[config.mk]
export PLATFORM = sky130hd
export DESIGN_NAME = cus19_mem_access_unit_flat
export DESIGN_NICKNAME = d
export VERILOG_FILES = /design/src/rtl/cus19_mem_access_unit_if.sv /design/src/rtl/cus19_mem_access_unit.sv /design/src/flat_wrapper.sv
export SDC_FILE = /design/constraint.sdc
export NUM_CORES = 1
export LEC_CHECK = 0
export CAP_MARGIN = 15
export CORE_UTILIZATION = 44
export CTS_BUF_LIST = sky130_fd_sc_hd__clkbuf_8
export CTS_CLUSTER_SIZE = 30
export DETAILED_ROUTE_END_ITERATION = 7
export MAX_ROUTING_LAYER = met4
export PLACE_DENSITY = 0.94
export SYNTH_ARGS = -nofsm -noshare
export SYNTH_HDL_FRONTEND = slang
export SYNTH_SLANG_ARGS = --single-unit
[constraint.sdc]
create_clock -name clk -period 2.4 [get_ports clk]
set_input_delay 0.48 -clock clk [delete_from_list [all_inputs] [get_ports clk]]
set_output_delay 0.48 -clock clk [all_outputs]
set_load 0.1 [all_outputs]
[src/rtl/cus19_mem_access_unit_if.sv]
// Request, data-memory and load-result signals of the memory-access stage.
// The slave modport is the unit itself; the master modport is its surroundings
// (IE stage, data memory and load unit seen together).
interface cus19_mem_access_unit_if #(
   parameter int ADDR_W    = 8,
   parameter int REG_IDX_W = 4
);
   logic                 req_valid_in;
   logic                 req_ready_out;
   logic                 req_is_store_in;
   logic [ADDR_W-1:0]    req_addr_in;
   logic [15:0]          req_wr_data_in;
   logic [REG_IDX_W-1:0] req_rd_idx_in;
   logic                 flush_in;

   logic [ADDR_W-1:0]    dm_addr_out;
   logic                 dm_rd_en_out;
   logic                 dm_wr_en_out;
   logic [7:0]           dm_wr_data_out;
   logic [7:0]           dm_rd_data_in;

   logic                 ld_valid_out;
   logic                 ld_ready_in;
   logic [7:0]           ld_data_out;
   logic [REG_IDX_W-1:0] ld_rd_idx_out;
   logic                 ld_reg_wr_out;
   logic                 stall_out;

   modport slave (
      input  req_valid_in, req_is_store_in, req_addr_in, req_wr_data_in,
             req_rd_idx_in, flush_in, dm_rd_data_in, ld_ready_in,
      output req_ready_out, dm_addr_out, dm_rd_en_out, dm_wr_en_out,
             dm_wr_data_out, ld_valid_out, ld_data_out, ld_rd_idx_out,
             ld_reg_wr_out, stall_out
   );

   modport master (
      output req_valid_in, req_is_store_in, req_addr_in, req_wr_data_in,
             req_rd_idx_in, flush_in, dm_rd_data_in, ld_ready_in,
      input  req_ready_out, dm_addr_out, dm_rd_en_out, dm_wr_en_out,
             dm_wr_data_out, ld_valid_out, ld_data_out, ld_rd_idx_out,
             ld_reg_wr_out, stall_out
   );
endinterface

[src/rtl/cus19_mem_access_unit.sv]
// Memory-access stage: takes one LD/ST at a time from IE, drives the
// synchronous byte-wide data memory and presents load results to the load unit.
//
// state    | meaning
// ---------+-----------------------------------------------------------------
// IDLE     | ready for a request; only state with req_ready_out high
// ST_WR    | one-cycle write strobe with latched address and low byte
// LD_ISSUE | one-cycle read strobe with latched address
// LD_WAIT  | counting out the memory read latency; byte captured on last cycle
// LD_RESP  | load result offered; ld_valid_out rises one cycle after entry
//
// Every strobe and result signal is a flop, so a load result is captured on
// entry to LD_RESP and advertised one cycle later; the handshake only
// completes once ld_valid_out is actually visible.
module cus19_mem_access_unit #(
   parameter int ADDR_W    = 8,
   parameter int RD_LAT    = 1,
   parameter int REG_IDX_W = 4
) (
   input logic                    clk,
   input logic                    rst,
   cus19_mem_access_unit_if.slave bus
);

   typedef enum logic [2:0] {
      IDLE     = 3'd0,
      ST_WR    = 3'd1,
      LD_ISSUE = 3'd2,
      LD_WAIT  = 3'd3,
      LD_RESP  = 3'd4
   } state_t;

   localparam logic [2:0] LAT_LOAD = 3'(RD_LAT);

   state_t               state_q, state_d;
   logic [ADDR_W-1:0]    addr_q, addr_d;
   logic [7:0]           wr_byte_q, wr_byte_d;
   logic [REG_IDX_W-1:0] rd_idx_q, rd_idx_d;
   logic [2:0]           cnt_q, cnt_d;
   logic                 drop_q, drop_d;
   logic [7:0]           ld_data_q, ld_data_d;
   logic                 rd_en_q, rd_en_d;
   logic                 wr_en_q, wr_en_d;
   logic                 ld_valid_q, ld_valid_d;

   // Upper operand bits never reach the byte-wide memory.
   logic unused_wr_hi;
   assign unused_wr_hi = ^bus.req_wr_data_in[15:8];

   // State register and all registered outputs, cleared asynchronously.
   always_ff @(posedge clk or posedge rst) begin
      if (rst) begin
         state_q    <= IDLE;
         addr_q     <= '0;
         wr_byte_q  <= '0;
         rd_idx_q   <= '0;
         cnt_q      <= '0;
         drop_q     <= 1'b0;
         ld_data_q  <= '0;
         rd_en_q    <= 1'b0;
         wr_en_q    <= 1'b0;
         ld_valid_q <= 1'b0;
      end else begin
         state_q    <= state_d;
         addr_q     <= addr_d;
         wr_byte_q  <= wr_byte_d;
         rd_idx_q   <= rd_idx_d;
         cnt_q      <= cnt_d;
         drop_q     <= drop_d;
         ld_data_q  <= ld_data_d;
         rd_en_q    <= rd_en_d;
         wr_en_q    <= wr_en_d;
         ld_valid_q <= ld_valid_d;
      end
   end

   // Next-state, request latching, latency count, flush handling and strobes.
   always_comb begin
      state_d   = state_q;
      addr_d    = addr_q;
      wr_byte_d = wr_byte_q;
      rd_idx_d  = rd_idx_q;
      cnt_d     = cnt_q;
      drop_d    = drop_q;
      ld_data_d = ld_data_q;

      unique case (state_q)
         IDLE: begin
            // Flush is irrelevant here: a request in the same cycle still goes.
            if (bus.req_valid_in) begin
               addr_d    = bus.req_addr_in;
               wr_byte_d = bus.req_wr_data_in[7:0];
               rd_idx_d  = bus.req_rd_idx_in;
               state_d   = bus.req_is_store_in ? ST_WR : LD_ISSUE;
            end
         end
         ST_WR: begin
            state_d = IDLE;
         end
         LD_ISSUE: begin
            cnt_d   = LAT_LOAD;
            state_d = LD_WAIT;
            if (bus.flush_in) drop_d = 1'b1;
         end
         LD_WAIT: begin
            cnt_d = cnt_q - 3'd1;
            if (bus.flush_in) drop_d = 1'b1;
            // The read is always waited out so no late data can surface later.
            if (cnt_q == 3'd1) begin
               ld_data_d = bus.dm_rd_data_in;
               drop_d    = 1'b0;
               state_d   = (drop_q || bus.flush_in) ? IDLE : LD_RESP;
            end
         end
         LD_RESP: begin
            if (bus.flush_in || (ld_valid_q && bus.ld_ready_in)) state_d = IDLE;
         end
         default: begin
            state_d = IDLE;
         end
      endcase

      rd_en_d    = (state_d == LD_ISSUE);
      wr_en_d    = (state_d == ST_WR);
      ld_valid_d = (state_q == LD_RESP) && (state_d == LD_RESP);
   end

   assign bus.req_ready_out  = !rst && (state_q == IDLE);
   assign bus.stall_out      = !rst && (state_q != IDLE);
   assign bus.dm_addr_out    = addr_q;
   assign bus.dm_rd_en_out   = rd_en_q;
   assign bus.dm_wr_en_out   = wr_en_q;
   assign bus.dm_wr_data_out = wr_byte_q;
   assign bus.ld_valid_out   = ld_valid_q;
   assign bus.ld_reg_wr_out  = ld_valid_q;
   assign bus.ld_data_out    = ld_data_q;
   assign bus.ld_rd_idx_out  = rd_idx_q;

endmodule
[src/flat_wrapper.sv]
// flat-port wrapper written by rule: the top's interface ports become plain ports
module cus19_mem_access_unit_flat 
#(
   parameter int ADDR_W    = 8,
   parameter int RD_LAT    = 1,
   parameter int REG_IDX_W = 4
)
  (clk, rst, bus_req_valid_in, bus_req_is_store_in, bus_req_addr_in, bus_req_wr_data_in, bus_req_rd_idx_in, bus_flush_in, bus_dm_rd_data_in, bus_ld_ready_in, bus_req_ready_out, bus_dm_addr_out, bus_dm_rd_en_out, bus_dm_wr_en_out, bus_dm_wr_data_out, bus_ld_valid_out, bus_ld_data_out, bus_ld_rd_idx_out, bus_ld_reg_wr_out, bus_stall_out);
  cus19_mem_access_unit_if #(.ADDR_W(ADDR_W), .REG_IDX_W(REG_IDX_W)) bus_i ();
  input logic clk;
  input logic rst;
  input wire logic [$bits(bus_i.req_valid_in)-1:0] bus_req_valid_in;
  input wire logic [$bits(bus_i.req_is_store_in)-1:0] bus_req_is_store_in;
  input wire logic [$bits(bus_i.req_addr_in)-1:0] bus_req_addr_in;
  input wire logic [$bits(bus_i.req_wr_data_in)-1:0] bus_req_wr_data_in;
  input wire logic [$bits(bus_i.req_rd_idx_in)-1:0] bus_req_rd_idx_in;
  input wire logic [$bits(bus_i.flush_in)-1:0] bus_flush_in;
  input wire logic [$bits(bus_i.dm_rd_data_in)-1:0] bus_dm_rd_data_in;
  input wire logic [$bits(bus_i.ld_ready_in)-1:0] bus_ld_ready_in;
  output wire logic [$bits(bus_i.req_ready_out)-1:0] bus_req_ready_out;
  output wire logic [$bits(bus_i.dm_addr_out)-1:0] bus_dm_addr_out;
  output wire logic [$bits(bus_i.dm_rd_en_out)-1:0] bus_dm_rd_en_out;
  output wire logic [$bits(bus_i.dm_wr_en_out)-1:0] bus_dm_wr_en_out;
  output wire logic [$bits(bus_i.dm_wr_data_out)-1:0] bus_dm_wr_data_out;
  output wire logic [$bits(bus_i.ld_valid_out)-1:0] bus_ld_valid_out;
  output wire logic [$bits(bus_i.ld_data_out)-1:0] bus_ld_data_out;
  output wire logic [$bits(bus_i.ld_rd_idx_out)-1:0] bus_ld_rd_idx_out;
  output wire logic [$bits(bus_i.ld_reg_wr_out)-1:0] bus_ld_reg_wr_out;
  output wire logic [$bits(bus_i.stall_out)-1:0] bus_stall_out;
  assign bus_i.req_valid_in = bus_req_valid_in;
  assign bus_i.req_is_store_in = bus_req_is_store_in;
  assign bus_i.req_addr_in = bus_req_addr_in;
  assign bus_i.req_wr_data_in = bus_req_wr_data_in;
  assign bus_i.req_rd_idx_in = bus_req_rd_idx_in;
  assign bus_i.flush_in = bus_flush_in;
  assign bus_i.dm_rd_data_in = bus_dm_rd_data_in;
  assign bus_i.ld_ready_in = bus_ld_ready_in;
  assign bus_req_ready_out = bus_i.req_ready_out;
  assign bus_dm_addr_out = bus_i.dm_addr_out;
  assign bus_dm_rd_en_out = bus_i.dm_rd_en_out;
  assign bus_dm_wr_en_out = bus_i.dm_wr_en_out;
  assign bus_dm_wr_data_out = bus_i.dm_wr_data_out;
  assign bus_ld_valid_out = bus_i.ld_valid_out;
  assign bus_ld_data_out = bus_i.ld_data_out;
  assign bus_ld_rd_idx_out = bus_i.ld_rd_idx_out;
  assign bus_ld_reg_wr_out = bus_i.ld_reg_wr_out;
  assign bus_stall_out = bus_i.stall_out;
  cus19_mem_access_unit #(.ADDR_W(ADDR_W), .RD_LAT(RD_LAT), .REG_IDX_W(REG_IDX_W)) u_core (.clk(clk), .rst(rst), .bus(bus_i));
endmodule
Word level (Yosys, flattened, before mapping)
Cells that the tools add are included.
Cells by class
  $add $sub $neg: 1
  equal/unequal tests: 7
  muxes and demuxes: 10
  reduce and logical (&&, ||, !) cells: 12
Operators with widths (count)
  $mux W3: 4
  $pmux W3 S4: 1
  $eq A3 B2 Y1 const B: 3
  $eq A3 B1 Y1 const B: 2
  $eq A3 B3 Y1 const B: 2
  $pmux W3 S2: 1
  $logic_and A1 B1 Y1: 4
  $reduce_and A2 Y1: 2
  $logic_not A3 Y1: 1
  $reduce_bool A3 Y1: 1
  $sub A3 B1 Y3 const B: 1
  $logic_or A1 B1 Y1: 2
  $mux W1: 2
  $mux W2: 1
  $pmux W1 S2: 1
  $reduce_bool A2 Y1: 1
  $logic_not A1 Y1: 1
Word-level totals
  bits in registers: 38
  bits of input ports: 42
  output and inout port bits: 34
  logic and storage cells: 40

Longest topological paths before layout
  depth after elaboration: 6
  mapped depth: 5
  mapped depth without buffers: 5

Worst setup path before layout
Ideal clock, no wire load.
  path kind: register to output
  from: register u_core.state_q[0]
  to: output bus_req_ready_out
  arrival time: 3356 ps
  data required time: 1920 ps
  path slack: -1436 ps
  stages on the path, launching flop included: 2
  path buffers: 0
  cells stage by stage: dfrtp_1 > nor4_1
Between the ends
  longest elaborated chain between the ends: 2
RTL lines
  start, declared: RTL line cus19_mem_access_unit.sv:35  | state_t state_q, state_d;
  start signal, assigned: RTL line cus19_mem_access_unit.sv:64  | state_q <= state_d;
  $logic_not A3 Y1: RTL line cus19_mem_access_unit.sv:128  | assign bus.req_ready_out = !rst && (state_q == IDLE);
  $logic_and A1 B1 Y1: RTL line cus19_mem_access_unit.sv:128
  end, declared: RTL line flat_wrapper.sv:20  | output wire logic [$bits(bus_i.req_ready_out)-1:0] bus_req_ready_out;
No other way between the ends.

Worst setup path in the final report
  from: input rst
  to: output bus_req_ready_out
Between the ends
  longest elaborated chain between the ends: 2
RTL lines
  start, declared: RTL line flat_wrapper.sv:11  | input logic rst;
  $logic_not A1 Y1 (no line)
  $logic_and A1 B1 Y1: RTL line cus19_mem_access_unit.sv:128
No other way between the ends.

==> metrics.md <==
| Metric | Value |
|---|---|
| Top area cells in the synthesized netlist | dfrtp_1, mux2_2, ha_1 |
| Final Setup Violations | 0 |
| Number of synthesized flops with an enable pin | 0 |
| CTS sink cnt | 38 |
| Slowest cell on the critical path | clkdlybuf4s50_1 |
| Max clock buf depth | 2 |
| Hold Buf Count CTS | 0 |
| Final hold violation count | 0 |
| GP Congestion | 0.688 |
| Fin crit period | around 1.9 ns |
| Relative slew slack | 0.738 |
| Pin count of the biggest net entering global routing | 31 |
| # fillers | 225 |
| Main flop type after synthesis | dfrtp_1 |
| DR WL/cell | 13.8 µm |
| CTS tree | yes |
| Syn Inst Count | 105 |
| Global-route wire length before repair | around 4.4 mm |
| Diodes inserted | 0 |
| DR iter-0 viols | 14 |
| Hold Slack | 0.491 ns |
| Crit Path Class | in2out |
| # DRC | 0 |
| Crit-path max cell delay | 0.48 ns |
| Placed inst area | 2200 µm² |
| Row count | 21 |
| H-tree levels | 2 |
| Synth cell count leaders | dfrtp_1, mux2_2, inv_1, nor2_1 |
| Seq/Total Area, Yosys | 0.616 |
| Max Slew Vio Count | 0 |
| Async S/R FF share, synth | 1.00 |
| Tightest Pin Transition | 0.393 ns |
| Layout area overhead | 50.0% |
| Seq. cell area | 951 µm² |
| Fmax | 0.532 GHz |
| Total GRT Usage | 0.174 |
| Ports | 76 |
| Worst Hold Class | reg2reg |
| Initial core utilization | 0.462 |
| Status | complete, no violations |
| CP Launch Type | primary input |
| Cts repair resizes | 0 |
| Data required time of the worst path | ~1.9 ns |
| Top-count cell post-synth | dfrtp_1 |
| Die area | roughly 3700 µm² |
| Leading area contributor after synthesis | dfrtp_1 |
| Router iterations before antenna repair | 4 |
| Tcrit/Tclk final | 0.784 |
| Post-CTS Setup Inserts | 0 |
| Yosys top cell area share | 0.616 |
| Area of the multi-input gates | between 500 and 600 µm² |
| Post-synthesis cell area | 1540 µm² |
| Synthesis Warnings | 0 |
| Count of cell types in the netlist | 26 |
| Post-route ant nets | 0 |
| Number of synthesized register bits | 38 |
| DP Wirelength | 2.31 mm |
| DRT Wirelength | 3.07 mm |
| CTS clk-pin slew, worst paths | 0.06 ns |
| Setup crit end kind | output pin |
| Initial antenna violation count | 0 |
| Max cap viols | 0 |
| Worst Skew | 0.00706 ns |
| Post-route cell area | about 2300 µm² |
| Gr ovfl total | 0 |
| Die width | 61.2 µm |
| Crit path cell chain | clkdlybuf4s50_1 -> nor4_4 -> buf_12 |
| Layout cell share with drive strength beyond 1 | 0.438 |
| WP data arrival | roughly 1.4 ns |
| Die Y | just over 60 µm |
| Via count | approximately 1100 |
| Num CTS Buffers | 5 |
| Vias in the first global route | roughly 1000 |
| Clk_lat worst skew | 0.28 ns |
| Mapped Nets | about 150 |
| Final setup TNS | 0 ns |
| Core ar. | about 3300 µm² |
| Crit-path max FO | 3 |
| Syn avg cell area | between 10 and 15 µm² |
| Unrepaired setup endpoints after global routing | no |
| Root Buffer | clkbuf_8 |
| IO Port Bufs | 67 |
| Via density | ~4.9 |
| Nets | 220 |
layer usage:
metal	up-vias	global-route usage	part of all wire
met5	-	-	0
met4	0	0.0487	0.0082
met3	4	0.0735	0.10
met2	55	0.298	0.48
met1	520	0.183	0.40
li1	506	-	-
metrics by stage:
step | cells | setup slack [ns] | utilization
finish | 222 | 0.519 | 0.694
global placement | 215 | 0.523 | 0.660
global route | 222 | 0.504 | 0.694
floorplan | 105 | 0.136 | -
detailed placement | 215 | 0.516 | 0.660
CTS | 222 | 0.517 | 0.694
area by class of cell:
| type | count | area share |
|---|---|---|
| well taps | 46 | 0.0249 |
| flip-flops and latches | 38 | 0.411 |
| clock buffers | 6 | 0.0357 |
| repair buffers | 68 | 0.272 |
| inverters | 4 | 0.00649 |
| clock inverters | 1 | 0.0130 |
| multi-input cells | 59 | 0.237 |
layout by cell type (no fill, tap or decap), types with 2 or more instances in the layout:
cell and n:
a21oi_1 3, o21ai_0 2, clkbuf_8 6, mux2_2 29
inv_1 4, and2b_2 2, clkdlybuf4s50_1 33, buf_12 3
buf_4 32, dfrtp_1 38, nand2_1 3, ha_1 2
nor2_1 4
registers in the layout, indices dropped and copies added (netlist names):
| signal | cells |
|---|---|
| u_core.bus.dm_addr_out | 8 |
| u_core.bus.dm_rd_en_out | 1 |
| u_core.bus.dm_wr_data_out | 8 |
| u_core.bus.dm_wr_en_out | 1 |
| u_core.bus.ld_data_out | 8 |
| u_core.bus.ld_rd_idx_out | 4 |
| u_core.bus.ld_reg_wr_out | 1 |
| u_core.cnt_q | 3 |
| u_core.drop_q | 1 |
| u_core.state_q | 3 |
kinds of logic after synthesis:
logic type | count (synthesis) | synth area share
buffers and inverters | 8 | 0.0381
adder cells (fa/ha/maj) | 2 | 0.0162
flip-flops | 38 | 0.616
AND/OR/NAND/NOR | 19 | 0.0795
multiplexers | 29 | 0.212
AO/OA/AOI/OAI | 9 | 0.0381
final timing paths:
check | slack, ns | start | end | cells past startpoint
worst max-delay path | 0.52 | rst | bus_req_ready_out | 3
worst min-delay path | 0.49 | u_core.drop_q$_DFFE_PP0P_ | u_core.state_q[2]$_DFF_PP0_ | 1
worst max register to register | 0.79 | u_core.state_q[0]$_DFF_PP0_ | u_core.bus.ld_rd_idx_out[2]$_DFFE_PP0P_ | 3
worst min register to register | 0.49 | u_core.drop_q$_DFFE_PP0P_ | u_core.state_q[2]$_DFF_PP0_ | 1
max in group asynchronous | 1.32 | rst | u_core.cnt_q[2]$_DFFE_PP0P_ | 3
min in group asynchronous | 0.60 | rst | u_core.bus.dm_wr_en_out$_DFF_PP0_ | 2
worst max-delay path: cells and delay by family:
kind	cells	cell delay, ns
buffers and inverters	2	0.70
AND/OR/NAND/NOR	1	0.22
Power is left out: the tool's default activity adds up to more than one toggle a clock period on the data nets, which glitch-free logic cannot reach.
